<file path="src/rtl/read_slave_burst.sv">
// AXI3-style read slave: AR requests queue in a small FIFO, and a burst engine
// turns each request into R beats, reading memory combinationally per beat.
module read_slave_burst #(
    parameter int buswidth = 32,
    parameter int idwidth  = 2,
    parameter int depth    = 4
) (
    input  logic                ACLK,
    input  logic                ARESETn,
    input  logic [idwidth-1:0]  ARID,
    input  logic [buswidth-1:0] ARADDR,
    input  logic [3:0]          ARLEN,
    input  logic [1:0]          ARSIZE,
    input  logic [1:0]          ARBURST,
    input  logic [1:0]          ARLOCK,
    input  logic [3:0]          ARCACHE,
    input  logic [2:0]          ARPROT,
    input  logic                ARVALID,
    output logic                ARREADY,
    output logic [idwidth-1:0]  RID,
    output logic [buswidth-1:0] RDATA,
    output logic [1:0]          RRESP,
    output logic                RLAST,
    output logic                RVALID,
    input  logic                RREADY,
    output logic [buswidth-1:0] address_out,
    output logic                memread,
    input  logic [buswidth-1:0] data_in
);

    localparam int AW = $clog2(depth);
    localparam logic [AW:0] DEPTH_C = (AW+1)'(depth);
    localparam logic [1:0] MAX_SIZE = (buswidth == 64) ? 2'd3 : 2'd2;
    localparam logic [buswidth-1:0] ONE = {{(buswidth-1){1'b0}}, 1'b1};

    typedef enum logic [1:0] {IDLE, BURST, ERRBURST} state_t;

    // Lock/cache/protection attributes carry no meaning for this slave.
    logic unused_attr;
    assign unused_attr = ^{ARLOCK, ARCACHE, ARPROT};

    // ---------------- request FIFO ----------------
    logic [idwidth-1:0]  id_mem    [depth];
    logic [buswidth-1:0] addr_mem  [depth];
    logic [3:0]          len_mem   [depth];
    logic [1:0]          size_mem  [depth];
    logic [1:0]          burst_mem [depth];

    logic [AW-1:0] wr_ptr_q, wr_ptr_d, rd_ptr_q, rd_ptr_d;
    logic [AW:0]   count_q, count_d;
    logic          full, empty, push, pop;

    assign full    = (count_q == DEPTH_C);
    assign empty   = (count_q == '0);
    assign ARREADY = ARESETn && !full;
    assign push    = ARVALID && ARREADY;

    always_ff @(posedge ACLK) begin
        if (push) begin
            id_mem[wr_ptr_q]    <= ARID;
            addr_mem[wr_ptr_q]  <= ARADDR;
            len_mem[wr_ptr_q]   <= ARLEN;
            size_mem[wr_ptr_q]  <= ARSIZE;
            burst_mem[wr_ptr_q] <= ARBURST;
        end
    end

    always_comb begin
        wr_ptr_d = wr_ptr_q;
        rd_ptr_d = rd_ptr_q;
        count_d  = count_q;
        if (push) wr_ptr_d = wr_ptr_q + AW'(1);
        if (pop)  rd_ptr_d = rd_ptr_q + AW'(1);
        case ({push, pop})
            2'b10:   count_d = count_q + (AW+1)'(1);
            2'b01:   count_d = count_q - (AW+1)'(1);
            default: count_d = count_q;
        endcase
    end

    always_ff @(posedge ACLK) begin
        if (!ARESETn) begin
            wr_ptr_q <= '0;
            rd_ptr_q <= '0;
            count_q  <= '0;
        end else begin
            wr_ptr_q <= wr_ptr_d;
            rd_ptr_q <= rd_ptr_d;
            count_q  <= count_d;
        end
    end

    // ---------------- head decode ----------------
    logic [idwidth-1:0]  h_id;
    logic [buswidth-1:0] h_addr, h_bytes, h_wmask;
    logic [3:0]          h_len;
    logic [1:0]          h_size, h_burst;
    logic                h_len_ok, h_align_ok, h_illegal;

    assign h_id    = id_mem[rd_ptr_q];
    assign h_addr  = addr_mem[rd_ptr_q];
    assign h_len   = len_mem[rd_ptr_q];
    assign h_size  = size_mem[rd_ptr_q];
    assign h_burst = burst_mem[rd_ptr_q];
    assign h_bytes = ONE << h_size;
    // Wrap window is (len+1)*bytes; only meaningful when len+1 is a power of two.
    assign h_wmask    = ((buswidth'(h_len) + ONE) << h_size) - ONE;
    assign h_len_ok   = (h_len == 4'd1) || (h_len == 4'd3) || (h_len == 4'd7) || (h_len == 4'd15);
    assign h_align_ok = ((h_addr & (h_bytes - ONE)) == '0);
    assign h_illegal  = (h_burst == 2'b11) || (h_size > MAX_SIZE) ||
                        ((h_burst == 2'b10) && (!h_len_ok || !h_align_ok));

    // ---------------- burst engine ----------------
    state_t              state_q, state_d;
    logic [buswidth-1:0] cur_addr_q, cur_addr_d, wmask_q, wmask_d, next_addr, bytes_c, inc_addr;
    logic [3:0]          beats_q, beats_d;
    logic [idwidth-1:0]  id_q, id_d;
    logic [1:0]          size_q, size_d, burst_q, burst_d;

    assign bytes_c  = ONE << size_q;
    assign inc_addr = cur_addr_q + bytes_c;

    always_comb begin
        case (burst_q)
            2'b01:   next_addr = inc_addr;
            2'b10:   next_addr = (cur_addr_q & ~wmask_q) | (inc_addr & wmask_q);
            default: next_addr = cur_addr_q;
        endcase
    end

    always_ff @(posedge ACLK) begin
        if (!ARESETn) state_q <= IDLE;
        else          state_q <= state_d;
    end

    always_ff @(posedge ACLK) begin
        if (!ARESETn) begin
            cur_addr_q <= '0;
            wmask_q    <= '0;
            beats_q    <= '0;
            id_q       <= '0;
            size_q     <= '0;
            burst_q    <= '0;
        end else begin
            cur_addr_q <= cur_addr_d;
            wmask_q    <= wmask_d;
            beats_q    <= beats_d;
            id_q       <= id_d;
            size_q     <= size_d;
            burst_q    <= burst_d;
        end
    end

    always_comb begin
        state_d     = state_q;
        cur_addr_d  = cur_addr_q;
        wmask_d     = wmask_q;
        beats_d     = beats_q;
        id_d        = id_q;
        size_d      = size_q;
        burst_d     = burst_q;
        pop         = 1'b0;
        RVALID      = 1'b0;
        memread     = 1'b0;
        address_out = '0;
        RDATA       = '0;
        RRESP       = 2'b00;
        RID         = '0;
        case (state_q)
            IDLE: begin
                if (!empty) begin
                    pop        = 1'b1;
                    cur_addr_d = h_addr;
                    wmask_d    = h_wmask;
                    beats_d    = h_len;
                    id_d       = h_id;
                    size_d     = h_size;
                    burst_d    = h_burst;
                    state_d    = h_illegal ? ERRBURST : BURST;
                end
            end
            BURST, ERRBURST: begin
                RVALID = 1'b1;
                RID    = id_q;
                if (state_q == BURST) begin
                    memread     = 1'b1;
                    address_out = cur_addr_q;
                    RDATA       = data_in;
                end else begin
                    RRESP = 2'b10;
                end
                if (RREADY) begin
                    if (beats_q == 4'd0) begin
                        state_d = IDLE;
                    end else begin
                        beats_d    = beats_q - 4'd1;
                        cur_addr_d = next_addr;
                    end
                end
            end
            default: state_d = IDLE;
        endcase
    end

    assign RLAST = RVALID && (beats_q == 4'd0);

endmodule

</file>
<file path="config.mk">
export PLATFORM = sky130hd
export DESIGN_NAME = read_slave_burst
export DESIGN_NICKNAME = d
export VERILOG_FILES = /design/src/rtl/read_slave_burst.sv
export SDC_FILE = /design/constraint.sdc
export NUM_CORES = 1
export LEC_CHECK = 0
export ABC_CLOCK_PERIOD_IN_PS = 2800
export BUFFER_PORTS_ARGS = -buffer_cell sky130_fd_sc_hd__buf_4
export CORE_ASPECT_RATIO = 1.1
export CORE_MARGIN = 1
export CORE_UTILIZATION = 30
export CTS_CLUSTER_DIAMETER = 40
export DETAILED_ROUTE_END_ITERATION = 16
export PLACE_DENSITY = 0.49
export SETUP_SLACK_MARGIN = 0.1
export SLEW_MARGIN = 25
export SYNTH_ARGS = -nofsm -noshare
export SYNTH_HDL_FRONTEND = slang
export SYNTH_SLANG_ARGS = --single-unit
export TNS_END_PERCENT = 10
</file>
<file path="constraint.sdc">
create_clock -name ACLK -period 2.8 [get_ports ACLK]
set_input_delay 0.42 -clock ACLK [delete_from_list [all_inputs] [get_ports ACLK]]
set_output_delay 0.42 -clock ACLK [all_outputs]
set_load 0.005 [all_outputs]
</file>
==> metrics.txt, run 1 <==
Critical Setup Path Class=flop to flop; worst-path fanout max=7; IO Count=between 150 and 200; top_reg_cell synth=edfxtp_1; Clock Skews=9.62 ps; status=complete, no violations; syn_area_per_cell=approximately 12 um^2; final core utilization=0.400; antenna violations before repair=0; crit path launch type=flop; DIE AREA=between 30000 and 40000 um^2; DPL Wire Length=around 22000 um; first-pass detailed-route iteration total=5; routed wire length per instance=between 15 and 20 um; global-route wire length before repair=~46000 um; largest cells by area after synthesis=edfxtp_1 (45%), dfxtp_1 (12%), mux4_2 (7.7%); CP max stage delay=around 570 ps; clock sinks=between 200 and 250; vias in the first global route=about 8000; diode count=0; final hold slack=between 60 and 70 ps; synthesized cell area=about 11000 um^2; average vias per placed instance=4.95; period utilization=0.969; share of the synthesized area in the top cell type=0.451; cts hold-fix bufs=0; cell type with the largest total area after synthesis=edfxtp_1; Slowest-stage cell, CP=or4_4; max_slew headroom=0.393; Fin. Hold Viols=0; unrepaired setup endpoints after global routing=true; Seq/Total Area, Yosys=0.573; H-tree depth=1; Post-synth ARST share=0; initial DRC count=a little under 500; Synth Warn #=0; chip height=between 200 and 250 um; Crit path buffers/inverters=1; Post-synth EDFFs=168; clock slew at reported path FFs=roughly 60 ps; leakage=0.00539 uW; Synth Register Bits=between 200 and 250; Layout area overhead=30.6%; Period minus WS final=2710 ps; max-slew violations=0; crit end category=flop; Worst EP arrival=3200 ps; GPL Wtd Cong=between 0.8 and 0.9; core area=36400 um^2; synth unique cells=73; Hold Path Class=primary input to flop; synthesized instance count=~900; Routed Antenna Nets=0; CP required=around 3300 ps; nets@finish=1240; register area=roughly 6400 um^2; # fillers=3480; max-cap violations=0; number of CTS-inserted buffers=30; worst slack, placed=-9.59 ps; row cnt=73; CTS root buf=clkbuf_16; Tot GR Track Use=0.159; fmax=about 0.37 GHz; via count=a little over 8000; clk_lat worst skew=550 ps; final number of setup-violating endpoints=0; Max clock buf depth=3; # DRC=0; pwr/cell area=roughly 1000 nW/um^2; Buffers on Ports=~150; WL final=30500 um; Slew @ Worst Pin=901 ps; largest net degree at the start of global routing=51; CP Cell Sequence=buf_6, mux4_2, or4_4, o41ai_4, o2111ai_2, o31ai_4, a32o_2; Worst Setup Slack, final=slightly below 90 ps; DIE WIDTH=around 190 um; Multi-input gate area=between 4000 and 5000 um^2; Syn Nets=1025; delay-heaviest family, CP=compound AO/OA/AOI/OAI gates; layout cells sized above 1=0.317; initial core utilization=0.307; CTS tree=yes; GRT overflow=0; Max IR drop VDD=approximately 470 uV
[through the flow]
step	TNS (ps)	cell area (um^2)	power, uW	std cells
final	0	14600	14700	1639
after global placement	-1.34	13300	10600	1579
after CTS	0	14300	14500	1633
after floorplan	0	11200	8150	915
after global routing	-19.3	14600	15600	1639
after detailed placement	-16.3	13300	10600	1579
[synthesized netlist by cell type, drive strengths merged (8+ instances only)]
library cell	instances
edfxtp	168
and2	83
dfxtp	68
nand2	68
o21ai	59
nor2	51
a21oi	50
mux4	43
inv	39
clkbuf	37
ha	21
a31oi	19
and3	15
nand3	14
buf	12
nor3	12
xnor2	10
a211oi	9
a21o	8
nand4	8
[where the power goes]
group / total (uW) / internal (uW) / switching (uW)
Clock: 3830 / 2330 / 1500
Combinational: 6280 / 2710 / 3570
Sequential: 4590 / 4210 / 376
[area by class of cell]
class	count	share of cell area
Tap cell	487	0.0418
Multi-Input combinational cell	591	0.315
Clock inverter	14	0.0107
Sequential cell	236	0.439
Clock buffer	40	0.0582
Inverter	39	0.0102
Timing Repair Buffer	232	0.125
[metal layers]
layer  wire length [um]  track usage  vias to the layer above
li1                   -            -                     3887
met1              13900        0.215                     3928
met2              14400        0.264                      250
met3               1560       0.0212                       41
met4                617       0.0480                        0
met5                  0            0                        -
[path summary, 6_finish.rpt]
| kind | startpoint | slack, ps | to | depth (start not counted) |
|---|---|---|---|---|
| worst min-delay path | ARADDR[20] | 70 | addr_mem[2][20] | 1 |
| worst max register to register | flop | 90 | state_q[0] | 7 |
| worst min register to register | id_q[0] | 450 | id_q[0] | 2 |
| worst max-delay path | flop | 90 | state_q[0] | 7 |
[cells by family after synthesis]
group,after synthesis,synth area share
simple gates,301,0.144
fa+ha+maj,23,0.0271
buf+inv,88,0.0343
xor+xnor,15,0.0118
flops,236,0.573
other cells,1,0.000336
compound gates,201,0.114
mux,50,0.0951
[cell usage in the layout (no fill, tap or decap), types with 5 or more instances in the layout]
master       n
and2_1      82
xnor2_1      9
and3_1      10
clkbuf_1     5
dfxtp_1     66
a31oi_1     19
a21oi_1     47
buf_12       5
clkbuf_16   31
xor2_1       5
nand2b_1     6
o21ai_0     54
mux4_2      40
inv_1       37
nor4b_1      5
nand3b_1     6
ha_1        14
nor2_1      49
nor3_1      12
nand2_1     65
nor2b_1      5
mux2i_1      5
buf_6        5
nand3_1     14
ha_4         6
a21o_1       8
nand4_1      8
buf_4      222
edfxtp_1   168
a211oi_1     8
nor4_1       6
and4_1       5
[timing repair]
action,CTS,global route
setup buffers,0,6
endpoints found under the setup margin,8,52
pin swaps,1,10
resized for setup,3,46
No activity file was read; power rests on OpenSTA's default activity.
==> run 2: changes to the inputs <==
ABC_AREA = 1   (was unset)
CORE_UTILIZATION = 38   (was 30)
PLACE_DENSITY = 0.59   (was 0.49)
==> metrics.txt, run 2 <==
Post-synth ARST share=0 (unchanged); H-tree depth=1 (unchanged); unrepaired setup endpoints after global routing=true; Routed Antenna Nets=0 (unchanged); # DRC=0 (unchanged); synth unique cells=47 (-36%); leakage=0.00618 uW (+15%); number of CTS-inserted buffers=31 (+3.3%); Critical Setup Path Class=flop to flop; max-cap violations=0 (unchanged); top_reg_cell synth=edfxtp_1; Multi-input gate area=4270 um^2 (-7.1%); Seq/Total Area, Yosys=0.554 (-0.0191); GRT overflow=0 (unchanged); worst slack, placed=240 ps (+249 ps); Post-CTS Setup Inserts=0 (unchanged); IO Count=159 (unchanged); chip height=185 um (-9.5%); share of the synthesized area in the top cell type=0.436 (-0.0150); commonest non-fill, non-tap cells in the layout=nand2_1 (361), edfxtp_1 (168), buf_4 (166); routed wire length per instance=15.8 um (-15%); DPL Wire Length=20400 um (-8.1%); fmax=0.397 GHz (+7.7%); cell type with the largest total area after synthesis=edfxtp_1; Worst EP arrival=2940 ps (-260 ps); worst-path fanout max=15 (+8); clock sinks=236 (unchanged); clk_lat worst skew=560 ps (about the same); Tot GR Track Use=0.190 (+0.0311); core area=29700 um^2 (-18%); largest net degree at the start of global routing=50 (-2.0%); final core utilization=0.477 (+0.0766); crit path launch type=flop; synthesized cell area=11600 um^2 (+3.4%); row cnt=66 (-9.6%); CTS tree=yes; Layout area overhead=22.7%; GPL Wtd Cong=0.920 (+5.9%); Buffers on Ports=148 (unchanged); first-pass detailed-route iteration total=6 (+1); register area=6410 um^2 (about the same); vias in the first global route=8967 (+12%); via count=9276 (+14%); Max clock buf depth=3 (unchanged); max_slew headroom=0.376 (-0.0172); largest cells by area after synthesis=edfxtp_1 (44%), dfxtp_1 (12%), nand2_1 (12%); CP required=3220 ps (-70 ps); # fillers=2860 (-18%); layout cells sized above 1=0.182 (-0.134); Max IR drop VDD=573 uV (+23%); Post-synth EDFFs=168 (unchanged); Fin. Hold Viols=0 (unchanged); status=complete, no violations; clock slew at reported path FFs=60 ps (about the same); Slew @ Worst Pin=936 ps (+35.3 ps); initial DRC count=661 (+35%); Synth Warn #=0 (unchanged); final number of setup-violating endpoints=0 (unchanged); most frequent cell after synthesis=nand2_1; setup TNS=0 ps (unchanged); Hold Path Class=primary input to flop; final hold slack=50.8 ps (-17.1 ps); commonest non-fill, non-tap cell in the layout=nand2_1; max-slew violations=0 (unchanged); period utilization=0.900 (-0.0693); WL final=29400 um (-3.6%); syn_area_per_cell=8.85 um^2 (-28%); Worst Setup Slack, final=281 ps (+194 ps); Clock Skews=24.1 ps (+14.5 ps); antenna violations before repair=1 (+1); Synth Register Bits=236 (unchanged); crit end category=flop; pwr/cell area=966 nW/um^2 (-4.1%); average vias per placed instance=5.00 (+1.1%); nets@finish=1566 (+26%); global-route wire length before repair=46800 um (+1.2%); DIE AREA=31100 um^2 (-18%); top post-synthesis cells by count=nand2_1 (361), edfxtp_1 (168), inv_1 (159); final instance area=14200 um^2 (-2.8%); CTS root buf=clkbuf_16; Placed Instance Area=13200 um^2 (-1.3%); DIE WIDTH=168 um (-9.5%); Period minus WS final=2520 ps (-194 ps); Syn Nets=1416 (+38%); synthesized instance count=1306 (+43%); initial core utilization=0.389 (+0.0822)
[run 2: changes by cell type after synthesis, moves of 15 or more]
cell	delta
nand2_1	+293
buf_2	+18
and3_1	-15
mux4_2	-38
o21ai_0	+26
nand3_1	+85
inv_1	+120
nor2_1	+17
and2_1	-83
a21oi_1	+23
[run 2: repair_timing]
item                                    CTS  global route
resized for setup                         0             6
hold buffers                              0             0
endpoints found under the setup margin    0            11
[run 2: worst max-delay path, stage by stage, from the launching register on]
cell and delay [ps]:
dfxtp_4 430, inv_4 100, nand2_1 70, nand3_1 60, nand2_1 180, inv_2 80, ha_1 290, or2_2 310
nand2_1 70, nand2_1 50, nand2_1 140, inv_2 50, nand2_1 90, nor3_1 60, ha_1 180, o21ai_0 160
a21oi_1 60
[run 2: through the flow]
stage	power, uW	std cells
2_1_floorplan	8310	1306
3_3_place_gp	9830	1797
3_5_place_dp	9890	1797
4_1_cts	13800	1854
5_1_grt	14700	1855
6_report	13700	1855
[run 2: layout make-up]
type                            count  area share
Clock buffer                       33      0.0552
Multi-Input combinational cell    845       0.301
Timing Repair Buffer              173      0.0971
Inverter                          169      0.0449
Antenna cell                        1    0.000176
Clock inverter                     24      0.0164
Tap cell                          374      0.0330
Sequential cell                   236       0.452
[run 2: worst paths after layout]
path | startpoint | to | slack [ps] | cells after the start
worst max-delay path | flop | wmask_q[23] | 280 | 16
worst max register to register | flop | wmask_q[23] | 280 | 16
worst min-delay path | ARADDR[13] | addr_mem[2][13] | 50 | 1
worst min register to register | count_q[0] | count_q[0] | 460 | 1
[run 2: where the power goes]
part / switching, uW / total (uW) / internal (uW)
clock: 1630 / 3830 / 2200
sequential: 387 / 4570 / 4180
combinational: 3500 / 5300 / 1800
total: 5520 / 13700 / 8180
[run 2: cells by family (layout without fill, tap and decap cells)]
logic type	Yosys count	in the layout	share of synthesized area
DFF	236	236	0.554
and+or+nand+nor	582	582	0.212
AOI/OAI and AO/OA	218	218	0.112
other	1	2	0.000324
xor gates and xnor gates	21	21	0.0159
buffers and inverters	225	399	0.0802
adders and majority gates	23	23	0.0262
[run 2: per-layer routing]
metal / GRT usage / routed length, um / vias to the layer above
li1: - / - / 4667
met1: 0.249 / 13300 / 4294
met2: 0.322 / 13700 / 274
met3: 0.0295 / 1730 / 41
met4: 0.0600 / 658 / 0
met5: 0 / 0 / -
